[src/rtl/npu_load_pkg.sv]
// Shared definitions for the row-memory load sequencer: FSM encoding,
// legal kernel sizes and the supported SRAM read-latency ceiling.
package npu_load_pkg;

  localparam logic [2:0] ST_IDLE  = 3'd0;
  localparam logic [2:0] ST_LATCH = 3'd1;
  localparam logic [2:0] ST_ISSUE = 3'd2;
  localparam logic [2:0] ST_DRAIN = 3'd3;
  localparam logic [2:0] ST_DONE  = 3'd4;

  localparam logic [2:0] K1 = 3'd1;
  localparam logic [2:0] K3 = 3'd3;

  localparam int MAX_RD_LAT = 4;

  function automatic logic k_legal(input logic [2:0] k);
    return (k == K1) || (k == K3);
  endfunction

endpackage

[src/rtl/rd_lat_pipe.sv]
// Fixed-latency shift register that re-times a read's valid, index and pass
// so they line up with the SRAM's returned data.
module rd_lat_pipe #(
  parameter int LAT    = 1,
  parameter int IDX_W  = 11,
  parameter int PASS_W = 2
) (
  input  logic              clk,
  input  logic              reset,
  input  logic              in_valid,
  input  logic [IDX_W-1:0]  in_idx,
  input  logic [PASS_W-1:0] in_pass,
  output logic              out_valid,
  output logic [IDX_W-1:0]  out_idx,
  output logic [PASS_W-1:0] out_pass
);

  logic [LAT-1:0]              vld_p;
  logic [LAT-1:0][IDX_W-1:0]   idx_p;
  logic [LAT-1:0][PASS_W-1:0]  pass_p;

  if (LAT == 1) begin : g_one
    always_ff @(posedge clk) begin
      if (reset) begin
        vld_p[0]  <= 1'b0;
        pass_p[0] <= '0;
      end else begin
        vld_p[0]  <= in_valid;
        pass_p[0] <= in_pass;
      end
    end

    always_ff @(posedge clk) begin
      idx_p[0] <= in_idx;
    end
  end else begin : g_multi
    always_ff @(posedge clk) begin
      if (reset) begin
        vld_p  <= '0;
        pass_p <= '0;
      end else begin
        vld_p  <= {vld_p[LAT-2:0], in_valid};
        pass_p <= {pass_p[LAT-2:0], in_pass};
      end
    end

    always_ff @(posedge clk) begin
      idx_p <= {idx_p[LAT-2:0], in_idx};
    end
  end

  assign out_valid = vld_p[LAT-1];
  assign out_idx   = idx_p[LAT-1];
  assign out_pass  = pass_p[LAT-1];

endmodule

[src/rtl/row_mem_load_sched.sv]
// Row-memory load sequencer: streams activation/weight SRAM reads per IC pass.
// Define LOAD_PERF_CNT_EN to add saturating busy/stall cycle counters.
module row_mem_load_sched
  import npu_load_pkg::*;
#(
  parameter int INPUT_BW        = 8,
  parameter int ACT_PER_CORE    = 11,
  parameter int WEIGHT_PER_CORE = 9,
  parameter int ACT_SRAM_AW     = 13,
  parameter int WGT_SRAM_AW     = 11,
  parameter int SRAM_RD_LAT     = 1
) (
  input  logic                              clk,
  input  logic                              reset,
  input  logic                              start,
  input  logic [5:0]                        cfg_oc,
  input  logic [5:0]                        cfg_img_h,
  input  logic [5:0]                        cfg_img_w,
  input  logic [2:0]                        cfg_k,
  input  logic [1:0]                        cfg_num_pass,
  input  logic                              stall,
  output logic                              act_sram_en,
  output logic [ACT_SRAM_AW-1:0]            act_sram_addr,
  input  logic [INPUT_BW-1:0]               act_sram_rdata,
  output logic                              wgt_sram_en,
  output logic [WGT_SRAM_AW-1:0]            wgt_sram_addr,
  input  logic [INPUT_BW-1:0]               wgt_sram_rdata,
  output logic                              act_out_valid,
  output logic signed [INPUT_BW-1:0]        act_out_data,
  output logic [ACT_PER_CORE-1:0]           act_out_addr,
  output logic                              wgt_out_valid,
  output logic signed [INPUT_BW-1:0]        wgt_out_data,
  output logic [WEIGHT_PER_CORE-1:0]        wgt_out_addr,
  output logic [1:0]                        pass_idx,
  output logic                              busy,
  output logic                              done,
  output logic                              cfg_err
`ifdef LOAD_PERF_CNT_EN
  ,
  output logic [15:0]                       perf_busy_cycles,
  output logic [15:0]                       perf_stall_cycles
`endif
);

  localparam int DRAIN_W = $clog2(MAX_RD_LAT);
  localparam logic [12:0] ACT_MAX = 13'(1 << ACT_PER_CORE);
  localparam logic [10:0] WGT_MAX = 11'(1 << WEIGHT_PER_CORE);

  logic [2:0]             state_q;
  logic [5:0]             oc_q, h_q, w_q;
  logic [2:0]             k_q;
  logic [1:0]             np_q;
  logic [11:0]            act_n_q, act_idx_q;
  logic [9:0]             wgt_n_q, wgt_idx_q;
  logic [ACT_SRAM_AW-1:0] act_base_q;
  logic [WGT_SRAM_AW-1:0] wgt_base_q;
  logic [1:0]             pass_q;
  logic [DRAIN_W-1:0]     drain_q;
  logic                   cfg_err_q;

  logic [11:0] h_ext, w_ext, act_n_w;
  logic [9:0]  wgt_n_w;
  logic        cfg_bad;
  logic [2:0]  np_eff;
  logic        act_rd, wgt_rd, issue_done, more_pass;

  // Derived counts wrap at 12/10 bits by definition of the layer format.
  assign h_ext   = {6'd0, h_q} + {9'd0, k_q} - 12'd1;
  assign w_ext   = {6'd0, w_q} + {9'd0, k_q} - 12'd1;
  assign act_n_w = h_ext * w_ext;
  assign wgt_n_w = {7'd0, k_q} * {7'd0, k_q} * {4'd0, oc_q};
  assign cfg_bad = !k_legal(k_q) || ({1'b0, act_n_w} > ACT_MAX) ||
                   ({1'b0, wgt_n_w} > WGT_MAX) || (act_n_w == '0) || (wgt_n_w == '0);

  assign np_eff     = (np_q == 2'd0) ? 3'd1 : {1'b0, np_q};
  assign more_pass  = ({1'b0, pass_q} + 3'd1) < np_eff;
  assign act_rd     = (state_q == ST_ISSUE) && !stall && (act_idx_q < act_n_q);
  assign wgt_rd     = (state_q == ST_ISSUE) && !stall && (wgt_idx_q < wgt_n_q);
  assign issue_done = (act_idx_q >= act_n_q) && (wgt_idx_q >= wgt_n_q);

  always_ff @(posedge clk) begin
    if (state_q == ST_IDLE && start) begin
      oc_q <= cfg_oc;
      h_q  <= cfg_img_h;
      w_q  <= cfg_img_w;
      k_q  <= cfg_k;
      np_q <= cfg_num_pass;
    end
  end

  always_ff @(posedge clk) begin
    if (reset) begin
      state_q    <= ST_IDLE;
      cfg_err_q  <= 1'b0;
      act_n_q    <= '0;
      wgt_n_q    <= '0;
      act_idx_q  <= '0;
      wgt_idx_q  <= '0;
      act_base_q <= '0;
      wgt_base_q <= '0;
      pass_q     <= '0;
      drain_q    <= '0;
    end else begin
      case (state_q)
        ST_IDLE: begin
          if (start) begin
            cfg_err_q <= 1'b0;
            state_q   <= ST_LATCH;
          end
        end
        ST_LATCH: begin
          act_n_q    <= act_n_w;
          wgt_n_q    <= wgt_n_w;
          act_idx_q  <= '0;
          wgt_idx_q  <= '0;
          act_base_q <= '0;
          wgt_base_q <= '0;
          pass_q     <= '0;
          if (cfg_bad) begin
            cfg_err_q <= 1'b1;
            state_q   <= ST_DONE;
          end else begin
            state_q <= ST_ISSUE;
          end
        end
        ST_ISSUE: begin
          if (act_rd) act_idx_q <= act_idx_q + 12'd1;
          if (wgt_rd) wgt_idx_q <= wgt_idx_q + 10'd1;
          if (issue_done) begin
            drain_q <= '0;
            state_q <= ST_DRAIN;
          end
        end
        ST_DRAIN: begin
          if (drain_q == DRAIN_W'(SRAM_RD_LAT - 1)) begin
            if (more_pass) begin
              act_base_q <= act_base_q + ACT_SRAM_AW'(act_n_q);
              wgt_base_q <= wgt_base_q + WGT_SRAM_AW'(wgt_n_q);
              act_idx_q  <= '0;
              wgt_idx_q  <= '0;
              pass_q     <= pass_q + 2'd1;
              state_q    <= ST_ISSUE;
            end else begin
              state_q <= ST_DONE;
            end
          end else begin
            drain_q <= drain_q + 1'b1;
          end
        end
        ST_DONE:  state_q <= ST_IDLE;
        default:  state_q <= ST_IDLE;
      endcase
    end
  end

  // Read issue -> data return boundary (SRAM_RD_LAT stages)
  logic                       act_v_d, wgt_v_d;
  logic [ACT_PER_CORE-1:0]    act_idx_d;
  logic [WEIGHT_PER_CORE-1:0] wgt_idx_d;
  logic [1:0]                 act_pass_d, wgt_pass_d;

  rd_lat_pipe #(.LAT(SRAM_RD_LAT), .IDX_W(ACT_PER_CORE), .PASS_W(2)) u_act_pipe (
    .clk       (clk),
    .reset     (reset),
    .in_valid  (act_rd),
    .in_idx    (act_idx_q[ACT_PER_CORE-1:0]),
    .in_pass   (pass_q),
    .out_valid (act_v_d),
    .out_idx   (act_idx_d),
    .out_pass  (act_pass_d)
  );

  rd_lat_pipe #(.LAT(SRAM_RD_LAT), .IDX_W(WEIGHT_PER_CORE), .PASS_W(2)) u_wgt_pipe (
    .clk       (clk),
    .reset     (reset),
    .in_valid  (wgt_rd),
    .in_idx    (wgt_idx_q[WEIGHT_PER_CORE-1:0]),
    .in_pass   (pass_q),
    .out_valid (wgt_v_d),
    .out_idx   (wgt_idx_d),
    .out_pass  (wgt_pass_d)
  );

  // Reset forces every output low in the same cycle it is asserted.
  assign act_sram_en   = act_rd && !reset;
  assign act_sram_addr = act_sram_en ? (act_base_q + ACT_SRAM_AW'(act_idx_q)) : '0;
  assign wgt_sram_en   = wgt_rd && !reset;
  assign wgt_sram_addr = wgt_sram_en ? (wgt_base_q + WGT_SRAM_AW'(wgt_idx_q)) : '0;

  assign act_out_valid = act_v_d && !reset;
  assign act_out_addr  = act_out_valid ? act_idx_d : '0;
  assign act_out_data  = act_out_valid ? $signed(act_sram_rdata) : '0;
  assign wgt_out_valid = wgt_v_d && !reset;
  assign wgt_out_addr  = wgt_out_valid ? wgt_idx_d : '0;
  assign wgt_out_data  = wgt_out_valid ? $signed(wgt_sram_rdata) : '0;
  assign pass_idx      = reset ? 2'd0 : (act_v_d ? act_pass_d : wgt_pass_d);

  assign busy    = (state_q != ST_IDLE) && !reset;
  assign done    = (state_q == ST_DONE) && !reset;
  assign cfg_err = cfg_err_q && !reset;

`ifdef LOAD_PERF_CNT_EN
  logic [15:0] perf_busy_q, perf_stall_q;

  always_ff @(posedge clk) begin
    if (reset) begin
      perf_busy_q  <= '0;
      perf_stall_q <= '0;
    end else if (state_q == ST_IDLE && start) begin
      perf_busy_q  <= '0;
      perf_stall_q <= '0;
    end else begin
      if (state_q != ST_IDLE && perf_busy_q != 16'hFFFF)
        perf_busy_q <= perf_busy_q + 16'd1;
      if (state_q == ST_ISSUE && stall && perf_stall_q != 16'hFFFF)
        perf_stall_q <= perf_stall_q + 16'd1;
    end
  end

  assign perf_busy_cycles  = reset ? '0 : perf_busy_q;
  assign perf_stall_cycles = reset ? '0 : perf_stall_q;
`endif

endmodule

[config.mk]
export PLATFORM = sky130hd
export DESIGN_NAME = row_mem_load_sched
export DESIGN_NICKNAME = d
export VERILOG_FILES = /design/src/rtl/npu_load_pkg.sv /design/src/rtl/rd_lat_pipe.sv /design/src/rtl/row_mem_load_sched.sv
export SDC_FILE = /design/constraint.sdc
export NUM_CORES = 1
export LEC_CHECK = 0
export ABC_AREA = 1
export BUFFER_PORTS_ARGS = -buffer_cell sky130_fd_sc_hd__clkbuf_2
export CAP_MARGIN = 20
export CORE_MARGIN = 8
export CORE_UTILIZATION = 61
export CTS_CLUSTER_DIAMETER = 100
export DETAILED_ROUTE_END_ITERATION = 7
export GPL_ROUTABILITY_DRIVEN = 0
export PLACE_DENSITY = 0.78
export SLEW_MARGIN = 20
export SYNTH_ARGS = -nofsm -noshare
export SYNTH_HDL_FRONTEND = slang
export SYNTH_HIERARCHICAL = 1
export SYNTH_SLANG_ARGS = --single-unit
[constraint.sdc]
create_clock -name clk -period 7.2 [get_ports clk]
set_input_delay 1.44 -clock clk [delete_from_list [all_inputs] [get_ports clk]]
set_output_delay 1.44 -clock clk [all_outputs]
set_load 0.05 [all_outputs]
==> reports/summary.txt <==
Status -> complete, no violations
Largest net degree at the start of global routing -> 44
Vias in the first global route -> 8805
Max Fanout on Critical Path -> 10
Port bufs -> 111
RSZ-0062 raised after global routing -> no
Postcts setup bufs -> 0
Htree depth -> 4
Worst EP required -> 7470 ps
Initial DRC Count -> 489
# diodes -> 0
Slew at the pin closest to its max-slew limit -> 976 ps
GRT overflow -> 0
First-pass GRT wire length -> 40500 um
Most used cell, CP -> inv_1
Share of cells above drive strength 1 -> 13.1%
Clock slew at reported path FFs -> 60 ps
# fillers -> 1468
Final Setup Violations -> 0
Hold Fails Final Rpt -> 0
Slowest cell on the critical path -> edfxtp_1
Primary FF master, synth -> dfxtp_1
Die footprint -> 21600 um2
Worst setup path class -> register to register
Fraction of registers with async set/reset -> 0%
Root buffer cell -> clkbuf_16
FP Rows -> 48
Kind of end point of the critical path -> register
Seq/Total Area, Yosys -> 26.1%
Detailed Routing Iterations Pass 1 -> 5
Max incr delay on CP -> 530 ps
Yosys warning count -> 6
Synth Register Bits -> 125
Post-Syn Area -> 10500 um2
Mapped Nets -> 1651
Headroom to the max-slew limit -> 34.9%
Gate Count Post-Synth -> 1423
Setup TNS -> 0 ps
Die height -> 147 um
DR WL/cell -> 13.5 um
Nets -> 1763
Fmax -> 0.159 GHz
Startpoint types -> register
EDFF count, synth -> 23
Commonest non-fill, non-tap cells in the layout -> inv_1 (311), nand2_1 (226), nor2_1 (171), ha_1 (130), clkbuf_2 (111)
Clock Sinks -> 125
Gr usage total -> 22.5%
Setup Skew -> 12.4 ps
Clock latency on the worst-skew pair -> 420 ps
Vias -> 9139
Clk buf depth -> 2
Antenna viol nets, final -> 0
Average size of a mapped cell -> 7.37 um2
Hold crit path type -> register to register
Post-route DRC -> 0
Resize count post-CTS -> 0
Core region area -> 17100 um2
CTS tree -> yes
Max Slew Vio Count -> 0
Antenna violations before repair -> 0
Number of CTS-inserted buffers -> 17
Most common cell after layout, fill and taps aside -> inv_1
Minimum clock period after layout -> 6300 ps
Area grow syn2layout -> 12.8%
CP arrival -> 6570 ps
Starting Density -> 61.5%
Max Cap Viol -> 0
Post-synth cell types -> 48
Io pins -> 112
Final period util -> 87.4%
Vias/cell -> 5.15
CTS Hold Buffers Added -> 0
Hpwl dp -> 19300 um
Die W -> 147 um
Wirelength, routed -> 23900 um
[layer usage]
layer  track usage (%)  routed length (um)  vias to the layer above
met5                 0                   0                        -
met2              37.7               11200                      253
li1                  -                   -                     4728
met1              28.0               10600                     4120
met4              8.01                 535                        0
met3              4.71                1600                       38
[flip-flops by register name, indices dropped and copies added (netlist names), 9 cells and up]
signal              flops
act_base_q             13
act_idx_q              12
act_n_q                12
u_act_pipe/out_idx     11
u_wgt_pipe/out_idx      9
wgt_base_q             11
wgt_idx_q              10
wgt_n_q                10
[final timing paths]
path                     start                    end  slack (ps)  cells past startpoint
hold / removal    wgt_idx_q[0]  u_wgt_pipe/out_idx[0]         420                      0
hold reg to reg   wgt_idx_q[0]  u_wgt_pipe/out_idx[0]         420                      0
setup reg to reg        k_q[0]             state_q[2]         900                     33
setup / recovery        k_q[0]             state_q[2]         900                     33
[cells by family (layout without fill, tap and decap cells)]
group	count (synthesis)	in the layout	share of synthesized area, %
buf+inv	343	468	12.3
xor+xnor	26	26	2.17
fa+ha+maj	185	185	26.0
compound gates	209	209	11.1
simple gates	535	535	22.4
flops	125	125	26.1
[synth_stat cells, types with 2 or more instances]
library cell / count / area, um2
ha_1: 130 / 1630
nor3_4: 2 / 32.5
buf_1: 3 / 11.3
nand2_1: 226 / 848
o21ai_0: 56 / 280
nor2_2: 8 / 50.1
inv_2: 12 / 45.0
nand2_2: 15 / 93.8
a21o_1: 5 / 37.5
nor2_4: 3 / 33.8
nand3_2: 2 / 20.0
xor2_1: 13 / 114
o22ai_1: 18 / 113
nor3_1: 18 / 90.1
clkbuf_1: 14 / 52.6
nand3b_1: 4 / 30.0
a31oi_1: 4 / 25.0
dfxtp_1: 102 / 2040
nor2_1: 172 / 646
a21boi_0: 2 / 15.0
nand3_1: 55 / 275
edfxtp_1: 23 / 691
o21a_1: 3 / 22.5
nand4_1: 13 / 81.3
nor4_1: 2 / 12.5
a22oi_1: 5 / 37.5
a21oi_1: 101 / 505
o21bai_1: 3 / 22.5
or2_2: 6 / 37.5
xnor2_1: 13 / 114
nor3_2: 2 / 20.0
o31ai_1: 2 / 15.0
a32oi_1: 3 / 26.3
fa_1: 55 / 1100
inv_1: 311 / 1170
nand2_4: 4 / 45.0
a211oi_1: 2 / 15.0
[worst max-delay path, delay by kind of cell, from the launching register on]
family / cells / cell delay (ps)
flip-flops: 1 / 530
buffers and inverters: 8 / 570
XOR/XNOR: 1 / 210
adder cells (fa/ha/maj): 8 / 3100
AO/OA/AOI/OAI: 4 / 530
AND/OR/NAND/NOR: 12 / 1190
[per-stage QoR]
step | utilization [%] | hold slack, ps | std cells | setup slack (ps) | instance area [um2]
6_report | 69.3 | 417 | 1773 | 904 | 11800
5_1_grt | 69.3 | 439 | 1773 | 502 | 11800
4_1_cts | 69.3 | 422 | 1773 | 926 | 11800
3_5_place_dp | 66.0 | 413 | 1741 | 933 | 11300
3_3_place_gp | 66.0 | 414 | 1741 | 1130 | 11300
2_1_floorplan | - | 383 | 1423 | 1380 | 10500
[cell type report]
class                           instances  area (um2)  area share, %
Multi-Input combinational cell        955        6460           54.6
Sequential cell                       125        2730           23.1
Inverter                              324        1220           10.3
Timing Repair Buffer                  112         563           4.76
Clock buffer                           18         450           3.81
Tap cell                              225         282           2.38
Clock inverter                         14         123           1.04
Power is left out: the tool's default activity adds up to more than one toggle a clock period on the data nets, which glitch-free logic cannot reach.
